[config.mk]
export PLATFORM = sky130hd
export DESIGN_NAME = counter_n
export DESIGN_NICKNAME = d
export VERILOG_FILES = /design/src/rtl/counter_pkg.sv /design/src/rtl/counter_prescaler.sv /design/src/rtl/counter_n.sv
export SDC_FILE = /design/constraint.sdc
export NUM_CORES = 1
export LEC_CHECK = 0
export CORE_AREA = 2 2 39 41
export CTS_BUF_LIST = sky130_fd_sc_hd__clkbuf_16
export CTS_CLUSTER_DIAMETER = 200
export DETAILED_ROUTE_END_ITERATION = 8
export DIE_AREA = 0 0 41 43
export SLEW_MARGIN = 0
export SYNTH_ARGS = -nofsm -noshare
export SYNTH_HDL_FRONTEND = slang
export SYNTH_HIERARCHICAL = 1
export SYNTH_SLANG_ARGS = --single-unit
[constraint.sdc]
create_clock -name CLK -period 1.4 [get_ports CLK]
set_clock_uncertainty 0.1 [all_clocks]
set_input_delay 0.14 -clock CLK [delete_from_list [all_inputs] [get_ports CLK]]
set_output_delay 0.14 -clock CLK [all_outputs]
set_load 0.02 [all_outputs]
[src/rtl/counter_pkg.sv]
// -----------------------------------------------------------------------------
// counter_pkg
// Shared constants for the counter_n slice: default parameter values and the
// encodings of the direction (UP) and boundary-mode (SAT) inputs.
// No ports (package).
// -----------------------------------------------------------------------------
package counter_pkg;

   // Default parameter values used by counter_n and counter_prescaler
   localparam int DEF_WIDTH    = 3;
   localparam int DEF_MODULUS  = 8;
   localparam int DEF_PRESCALE = 4;

   // Direction encoding on the UP input
   typedef enum logic {
      DIR_DOWN = 1'b0,
      DIR_UP   = 1'b1
   } counter_dir_e;

   // Boundary-mode encoding on the SAT input
   typedef enum logic {
      MODE_WRAP = 1'b0,
      MODE_SAT  = 1'b1
   } counter_mode_e;

   // True when a (WIDTH, MODULUS, PRESCALE) triple is a legal configuration
   function automatic bit f_params_legal(input int width, input int modulus,
                                         input int prescale);
      return (width >= 1) && (modulus >= 2) && (modulus <= (2 ** width)) &&
             (prescale >= 1);
   endfunction

endpackage : counter_pkg

[src/rtl/counter_prescaler.sv]
// -----------------------------------------------------------------------------
// counter_prescaler
// Divides the count enable of counter_n by PRESCALE. An internal count runs
// 0..PRESCALE-1 on edges where CNT=1 and holds when CNT=0. STEP is asserted
// combinationally while CNT=1 and the count sits at PRESCALE-1, so the step
// takes effect on the same edge where the prescaler wraps back to 0.
//
// Ports
//   CLK   in   clock, rising edge
//   RST   in   synchronous active-high reset, clears the prescale count
//   CNT   in   raw count enable
//   LD    in   load strobe of the parent counter, clears the prescale count
//   STEP  out  effective count step for the parent counter
// -----------------------------------------------------------------------------
module counter_prescaler
   import counter_pkg::*;
#(
   parameter int PRESCALE = DEF_PRESCALE
) (
   input  logic CLK,
   input  logic RST,
   input  logic CNT,
   input  logic LD,
   output logic STEP
);

   // A one-bit counter still works for PRESCALE=1: it is pinned at 0 = TERM
   localparam int             PW   = (PRESCALE > 1) ? $clog2(PRESCALE) : 1;
   localparam logic [PW-1:0]  TERM = PW'(PRESCALE - 1);

   logic [PW-1:0] r_cnt;
   logic          w_term;

   assign w_term = (r_cnt == TERM);
   assign STEP   = CNT & w_term;

   always_ff @(posedge CLK) begin
      if (RST) begin
         r_cnt <= '0;
      end else if (LD) begin
         r_cnt <= '0;
      end else if (CNT) begin
         if (w_term) begin
            r_cnt <= '0;
         end else begin
            r_cnt <= r_cnt + PW'(1);
         end
      end
   end

endmodule : counter_prescaler

[src/rtl/counter_n.sv]
// -----------------------------------------------------------------------------
// counter_n
// Modulo-MODULUS up/down counter with synchronous load, wrap or saturate at
// the boundaries, a one-cycle terminal-count pulse and a sticky boundary flag.
// Priority per rising edge: RST > LD > count step > hold.
//
// Parameters
//   WIDTH     counter width in bits (>=1)
//   MODULUS   count range 0..MODULUS-1, 2 <= MODULUS <= 2**WIDTH
//   PRESCALE  enable divide ratio (>=1); only used with COUNTER_N_PRESCALE_EN
//
// Ports
//   CLK      in   clock, rising edge
//   RST      in   synchronous active-high reset
//   CNT      in   count enable
//   UP       in   direction, 1 = increment, 0 = decrement
//   SAT      in   boundary mode, 1 = saturate, 0 = wrap
//   LD       in   synchronous load strobe
//   DIN      in   load value (clamped to MODULUS-1)
//   CLR_OVF  in   clears the sticky OVF flag
//   OUT      out  registered count
//   TC       out  registered terminal-count pulse (cycle after a boundary event)
//   OVF      out  registered sticky boundary-event flag
//
// Build option
//   COUNTER_N_PRESCALE_EN  when defined, CNT is divided by PRESCALE through
//                          counter_prescaler; when undefined, every edge with
//                          CNT=1 is a count step and no prescaler exists.
// -----------------------------------------------------------------------------
module counter_n
   import counter_pkg::*;
#(
   parameter int WIDTH    = DEF_WIDTH,
   parameter int MODULUS  = DEF_MODULUS,
   parameter int PRESCALE = DEF_PRESCALE
) (
   input  logic             CLK,
   input  logic             RST,
   input  logic             CNT,
   input  logic             UP,
   input  logic             SAT,
   input  logic             LD,
   input  logic [WIDTH-1:0] DIN,
   input  logic             CLR_OVF,
   output logic [WIDTH-1:0] OUT,
   output logic             TC,
   output logic             OVF
);

   // Top count held one bit wider so MODULUS = 2**WIDTH compares cleanly
   localparam logic [WIDTH:0]   MAX_EXT = (WIDTH + 1)'(MODULUS - 1);
   localparam logic [WIDTH-1:0] MAX_W   = WIDTH'(MODULUS - 1);

   // Elaboration-time guard against an illegal configuration
   if (!f_params_legal(WIDTH, MODULUS, PRESCALE)) begin : g_param_check
      $error("counter_n: illegal WIDTH/MODULUS/PRESCALE combination");
   end

   logic [WIDTH-1:0] r_out;
   logic             r_tc;
   logic             r_ovf;

   logic             w_step;
   logic             w_at_bound;
   logic             w_event;
   logic [WIDTH-1:0] w_next;
   logic [WIDTH-1:0] w_ld_val;

   // Load value, clamped into the legal count range
   function automatic logic [WIDTH-1:0] f_clamp_load(input logic [WIDTH-1:0] din);
      if ({1'b0, din} <= MAX_EXT) begin
         return din;
      end
      return MAX_W;
   endfunction

   // True when a step in direction 'up' would cross a boundary
   function automatic logic f_at_bound(input logic [WIDTH-1:0] cur,
                                       input logic up);
      if (up == DIR_UP) begin
         return ({1'b0, cur} == MAX_EXT);
      end
      return (cur == '0);
   endfunction

   // Next count for one step, including wrap/saturate at the boundaries
   function automatic logic [WIDTH-1:0] f_next_count(input logic [WIDTH-1:0] cur,
                                                     input logic up,
                                                     input logic sat);
      logic [WIDTH:0] inc;
      // Increment computed at WIDTH+1 bits; the MAX case never uses it
      inc = {1'b0, cur} + {{WIDTH{1'b0}}, 1'b1};
      if (up == DIR_UP) begin
         if ({1'b0, cur} == MAX_EXT) begin
            return (sat == MODE_SAT) ? cur : '0;
         end
         return inc[WIDTH-1:0];
      end
      if (cur == '0) begin
         return (sat == MODE_SAT) ? '0 : MAX_W;
      end
      return cur - WIDTH'(1);
   endfunction

`ifdef COUNTER_N_PRESCALE_EN
   counter_prescaler #(
      .PRESCALE (PRESCALE)
   ) u_prescaler (
      .CLK  (CLK),
      .RST  (RST),
      .CNT  (CNT),
      .LD   (LD),
      .STEP (w_step)
   );
`else
   assign w_step = CNT;
`endif

   assign w_at_bound = f_at_bound(r_out, UP);
   assign w_next     = f_next_count(r_out, UP, SAT);
   assign w_ld_val   = f_clamp_load(DIN);
   // A load pre-empts the step, so it can never raise a boundary event
   assign w_event    = w_step & ~LD & w_at_bound;

   always_ff @(posedge CLK) begin
      if (RST) begin
         r_out <= '0;
         r_tc  <= 1'b0;
         r_ovf <= 1'b0;
      end else begin
         if (LD) begin
            r_out <= w_ld_val;
         end else if (w_step) begin
            r_out <= w_next;
         end
         r_tc <= w_event;
         // A boundary event on the same edge as CLR_OVF keeps the flag set
         if (w_event) begin
            r_ovf <= 1'b1;
         end else if (CLR_OVF) begin
            r_ovf <= 1'b0;
         end
      end
   end

   assign OUT = r_out;
   assign TC  = r_tc;
   assign OVF = r_ovf;

endmodule : counter_n

## Word level (Yosys, flattened, before mapping)

Index checks and enable logic that the tools add are counted.

- Mux-type cells: 19
- Equal/unequal tests: 1
- Reductions and logical operators: 3
- Bitwise gates (word level): 3
- $add $sub $neg: 2

Operators with widths:

| operator | count |
|---|---|
| two-way mux 3 bit | 10 |
| two-way mux 1 bit | 9 |
| nonzero test 2 bit | 2 |
| adder 3 x 1 -> 3 bit, second input constant | 1 |
| == test 3 bit, second input constant | 1 |
| logical NOT 3 bit | 1 |
| subtractor 3 x 1 -> 3 bit, second input constant | 1 |
| AND 1 bit | 2 |
| NOT 1 bit | 1 |

- Input port bits: 10
- Bits in registers: 5
- Word-level logic and storage cells: 31
- Output and inout port bits: 5

## Depth between registers and ports, before layout

- Depth after elaboration: 10
- Gate-level depth with buffers: 6
- Mapped depth without buffers: 6

## Worst setup path after synthesis

Ideal clock, no wire load.

- Path type: reg-to-reg
- From: reg r_out[0], in the netlist OUT[0]
- To: reg r_out[2], in the netlist OUT[2]
- Required time: 1.172 ns
- Stages on the path, launching flop included: 7
- Arrival: 1.397 ns
- Slack: -0.225 ns
- Library setup time: 0.128 ns
- Period minus slack after synthesis: 1.625 ns
- Path buffers: 0
- Path through: dfxtp_1 > inv_1 > ha_1 > nor2b_1 > o31a_1 > o21ai_1 > a311oi_1

- Cells in the longest elaborated chain, start to end: 10
- Elaborated cells on any way between the ends: 15
- Classes of those cells: add/sub (2); eq/ne (1); mux (11); reduce/logical (1)

RTL lines:

| element | line | text |
|---|---|---|
| start, declared | counter_n.sv:59 | `logic [WIDTH-1:0] r_out;` |
| start signal, assigned | counter_n.sv:132 | `r_out <= w_ld_val;` |
| start signal, assigned | counter_n.sv:134 | `r_out <= w_next;` |
| == test 3 bit | counter_n.sv:94 | `if ({1'b0, cur} == MAX_EXT) begin` |
| two-way mux 1 bit | counter_n.sv:94 |  |
| two-way mux 1 bit | counter_n.sv:93 | `if (up == DIR_UP) begin` |
| two-way mux 3 bit | counter_n.sv:97 | `return inc[WIDTH-1:0];` |
| two-way mux 3 bit | counter_n.sv:93 |  |
| two-way mux 3 bit | counter_n.sv:99 | `if (cur == '0) begin` |
| two-way mux 3 bit | counter_n.sv:102 | `return cur - WIDTH'(1);` |
| two-way mux 3 bit * | counter_n.sv:99 |  |
| two-way mux 3 bit * | counter_n.sv:133 | `end else if (w_step) begin` |
| two-way mux 3 bit * | counter_n.sv:131 | `if (LD) begin` |

Every way passes the cells marked *; elsewhere a longest branch is shown, timed or not. The select of a mux whose other input is x is not followed.
A chain may end at the register's enable or synchronous reset.

## Final worst setup path

- From: reg r_out[1], in the netlist OUT[1]
- To: reg r_out[0], in the netlist OUT[0]

The elaborated chain is that of the path after synthesis.

==> impl_metrics.py <==
metrics = {
    "floorplan": {
        "core_area_um2": 1380,
        "dieArea_um2": 1760,
        "floorplan.rows": 14,
        "die_y_um": 43,
        "die_width_um": 41,
        "start_util_pct": 26.6,
        "io_pins": 15,
    },
    "flow_run": {
        "cap_violations": 0,
    },
    "yosys": {
        "synthArstFlopShare_pct": 0,
        "synthTopCellsByArea": "dfxtp_1, ha_1, a21oi_1",
        "netlist-cell-type-count": 23,
        "yosysTopAreaCellShare_pct": 27.2,
        "synth_cells": 44,
        "synth_area_um2": 368,
        "synth_nets": 58,
        "yosys_register_bits": 5,
        "ys_top_cells_by_count": "a21oi_1, dfxtp_1, inv_1, ha_1",
        "synth_area_per_cell_um2": 8.36,
        "yosys_warnings": 6,
        "ys.flop_type": "dfxtp_1",
        "ys_seq_area_share_pct": 27.2,
        "synth_top_cell_by_area": "dfxtp_1",
        "synth_edf_count": 0,
    },
    "clocking": {
        "clk_latency_ns": 0.23,
        "cts_root_buf": "clkbuf_16",
        "tritoncts": "yes",
        "path_clk_slew_ns": 0.03,
        "clock_path_buffers": 2,
        "htreeDepth": 1,
        "cts_buffers": 3,
        "clock-sinks": 5,
        "ctsHoldBuffers": 0,
    },
    "worst_setup_path": {
        "crit_chain": "inv_4, ha_4, nand2b_4, o211a_1, o311ai_2, o31ai_1",
        "r2r-start": "OUT[1]$_SDFFE_PP0P_",
        "cpPeakStageDelay_ns": 0.36,
        "cp-end-kind": "flip-flop",
        "crit_fanout": 4,
        "critPathSlowestCell": "dfxtp_4",
        "critPathRequiredTime_ns": 1.40,
        "crit_path_start_kind": "flip-flop",
        "critPathKind": "reg2reg",
        "arrival_ns": 1.44,
        "reg2regPathDepth": 6,
        "reg2reg_to": "OUT[0]$_SDFFE_PP0P_",
        "reg2reg_slack_ns": -0.05,
    },
    "sta": {
        "max_freq_ghz": 0.691,
        "fin_crit_ns": 1.45,
        "period_share_pct": 103,
        "hold_viol_final": 0,
        "worst_pin_slew_ns": 0.354,
        "setup_ws_ns": -0.0469,
        "rsz0062_at_grt": "yes",
        "setup_viol": 3,
        "timing.hold.ws_ns": 0.367,
        "drv_slew": 0,
        "worst_slew_margin_rel_pct": 76.3,
    },
    "pwr": {
        "cellLeakagePower_uw": 0.000294,
        "power_density_nw_per_um2": 1140,
        "ir_drop_mv": 0.654,
    },
    "detailed_routing": {
        "wl_per_cell_um": 12.8,
        "drt_iter0_drc": 11,
        "ant_nets": 0,
        "dr.pass1.iters": 4,
        "m1WireLength_um": 431,
        "drc": 0,
        "met3WireLength_um": 46,
        "vias": 406,
        "routed_wl_um": 1080,
        "viasPerCell": 4.83,
        "wl_met2_um": 593,
        "top_layer": "met4",
    },
    "hold_path": {
        "hp-start": "OVF$_SDFFE_PP0P_",
        "min_path_cells": 2,
        "hold_end": "OVF$_SDFFE_PP0P_",
        "worstHoldPathType": "reg2reg",
    },
    "layout": {
        "regArea_um2": 108,
        "fin_area_um2": 738,
        "finalNetCount": 83,
        "antenna_cells": 0,
        "layout-drive-gt1-share_pct": 38.2,
        "multi_input_area_um2": 318,
        "area_growth_pct": 101,
        "nFillCells": 124,
    },
    "global_route": {
        "grt_max_degree": 9,
        "grt_usage_pct": 15.0,
        "grt_pass1_vias": 383,
        "grt_first_pass_wirelength_um": 1730,
        "grt_overflow": 0,
        "antenna_found_initial": 0,
    },
    "run_status": {
        "violations": "setup timing",
        "status": "complete, but fails checks",
    },
    "place": {
        "placed_cell_area_um2": 581,
        "gp_congestion": 0.784,
        "hpwl_um": 697,
        "port_buffers": 14,
    },
}
## cells in the final DEF, fill, tap and decap left out, types with 2 or more instances in the layout
master | netlist | routed
clkbuf_16 | 0 | 3
ha_4 | 0 | 4
nor2b_1 | 2 | 2
nor2_1 | 3 | 3
dfxtp_4 | 0 | 2
nand2_1 | 3 | 2
a21oi_1 | 5 | 5
dlygate4sd2_1 | 0 | 2
clkdlybuf4s50_1 | 0 | 11
dfxtp_1 | 5 | 3
buf_4 | 1 | 7
inv_1 | 5 | 4
inv_4 | 0 | 2
## timing repair
action	in CTS	in global routing
gates resized for setup	14	3
pin swaps	5	3
setup endpoints to repair	6	4
cloned	0	0
setup buffers	2	0
## registers in the layout, indices dropped and copies added, names as in the netlist
name / flops
OVF: 1
OUT: 3
TC: 1
## stage by stage
stage | total power (uW) | util, % | cells | TNS [ns] | setup slack, ns
floorplan | 270 | - | 44 | -0.0330 | -0.0151
global placement | 351 | 42.0 | 78 | -0.374 | -0.141
detailed placement | 353 | 42.0 | 78 | -0.494 | -0.170
CTS | 850 | 53.1 | 84 | -0.165 | -0.0736
global route | 883 | 53.3 | 84 | -0.294 | -0.123
finish | 842 | 53.3 | 84 | -0.130 | -0.0469
## power breakdown
| part | switching [uW] | leakage (uW) | internal (uW) |
|---|---|---|---|
| Combinational | 95.0 | 0.000210 | 116 |
| Sequential | 16.8 | 0.0000423 | 154 |
| Clock | 90.8 | 0.0000423 | 370 |
| Total | 203 | 0.000294 | 640 |
## cell families (layout without fill, tap and decap cells)
kind of cell	Yosys count	count (layout)	synth area share, %
and+or+nand+nor	14	14	22.8
adders and majority gates	4	4	13.6
buffers and inverters	6	30	7.14
AOI/OAI and AO/OA	15	15	29.3
DFF	5	5	27.2
## cell type report
| cell class | instances | share of cell area (%) |
|---|---|---|
| clock buffer | 3 | 10.2 |
| clock inverter | 1 | 0.508 |
| inverter | 5 | 3.22 |
| multi-input combinational | 33 | 43.1 |
| sequential | 5 | 14.6 |
| tap | 16 | 2.71 |
| timing repair buffer | 21 | 25.8 |
## how the worst max path moves through the flow
stage,start,to,slack (ns),depth (start not counted)
2_1_floorplan,OUT[2]$_SDFFE_PP0P_,OUT[1]$_SDFFE_PP0P_,-0.02,5
3_3_place_gp,UP,OUT[1]$_SDFFE_PP0P_,-0.14,5
3_5_place_dp,UP,OUT[0]$_SDFFE_PP0P_,-0.17,5
4_1_cts,OUT[0]$_SDFFE_PP0P_,OUT[2]$_SDFFE_PP0P_,-0.07,6
5_1_grt,OUT[0]$_SDFFE_PP0P_,OUT[0]$_SDFFE_PP0P_,-0.12,6
6_report,OUT[1]$_SDFFE_PP0P_,OUT[0]$_SDFFE_PP0P_,-0.05,6
## per-layer routing
metal  track usage (%)  vias to the layer above
li1                  -                      206
met1              17.0                      185
met2              24.7                       13
met3              4.71                        2
met4              6.00                        0
met5                 0                        -
## critical path: cells and delay by family (launching register included)
kind / cells / cell delay, ns
fa+ha+maj: 1 / 0.15
simple gates: 1 / 0.07
compound gates: 3 / 0.56
flops: 1 / 0.36
buf+inv: 1 / 0.08
Power figures use the tool's default switching activity.
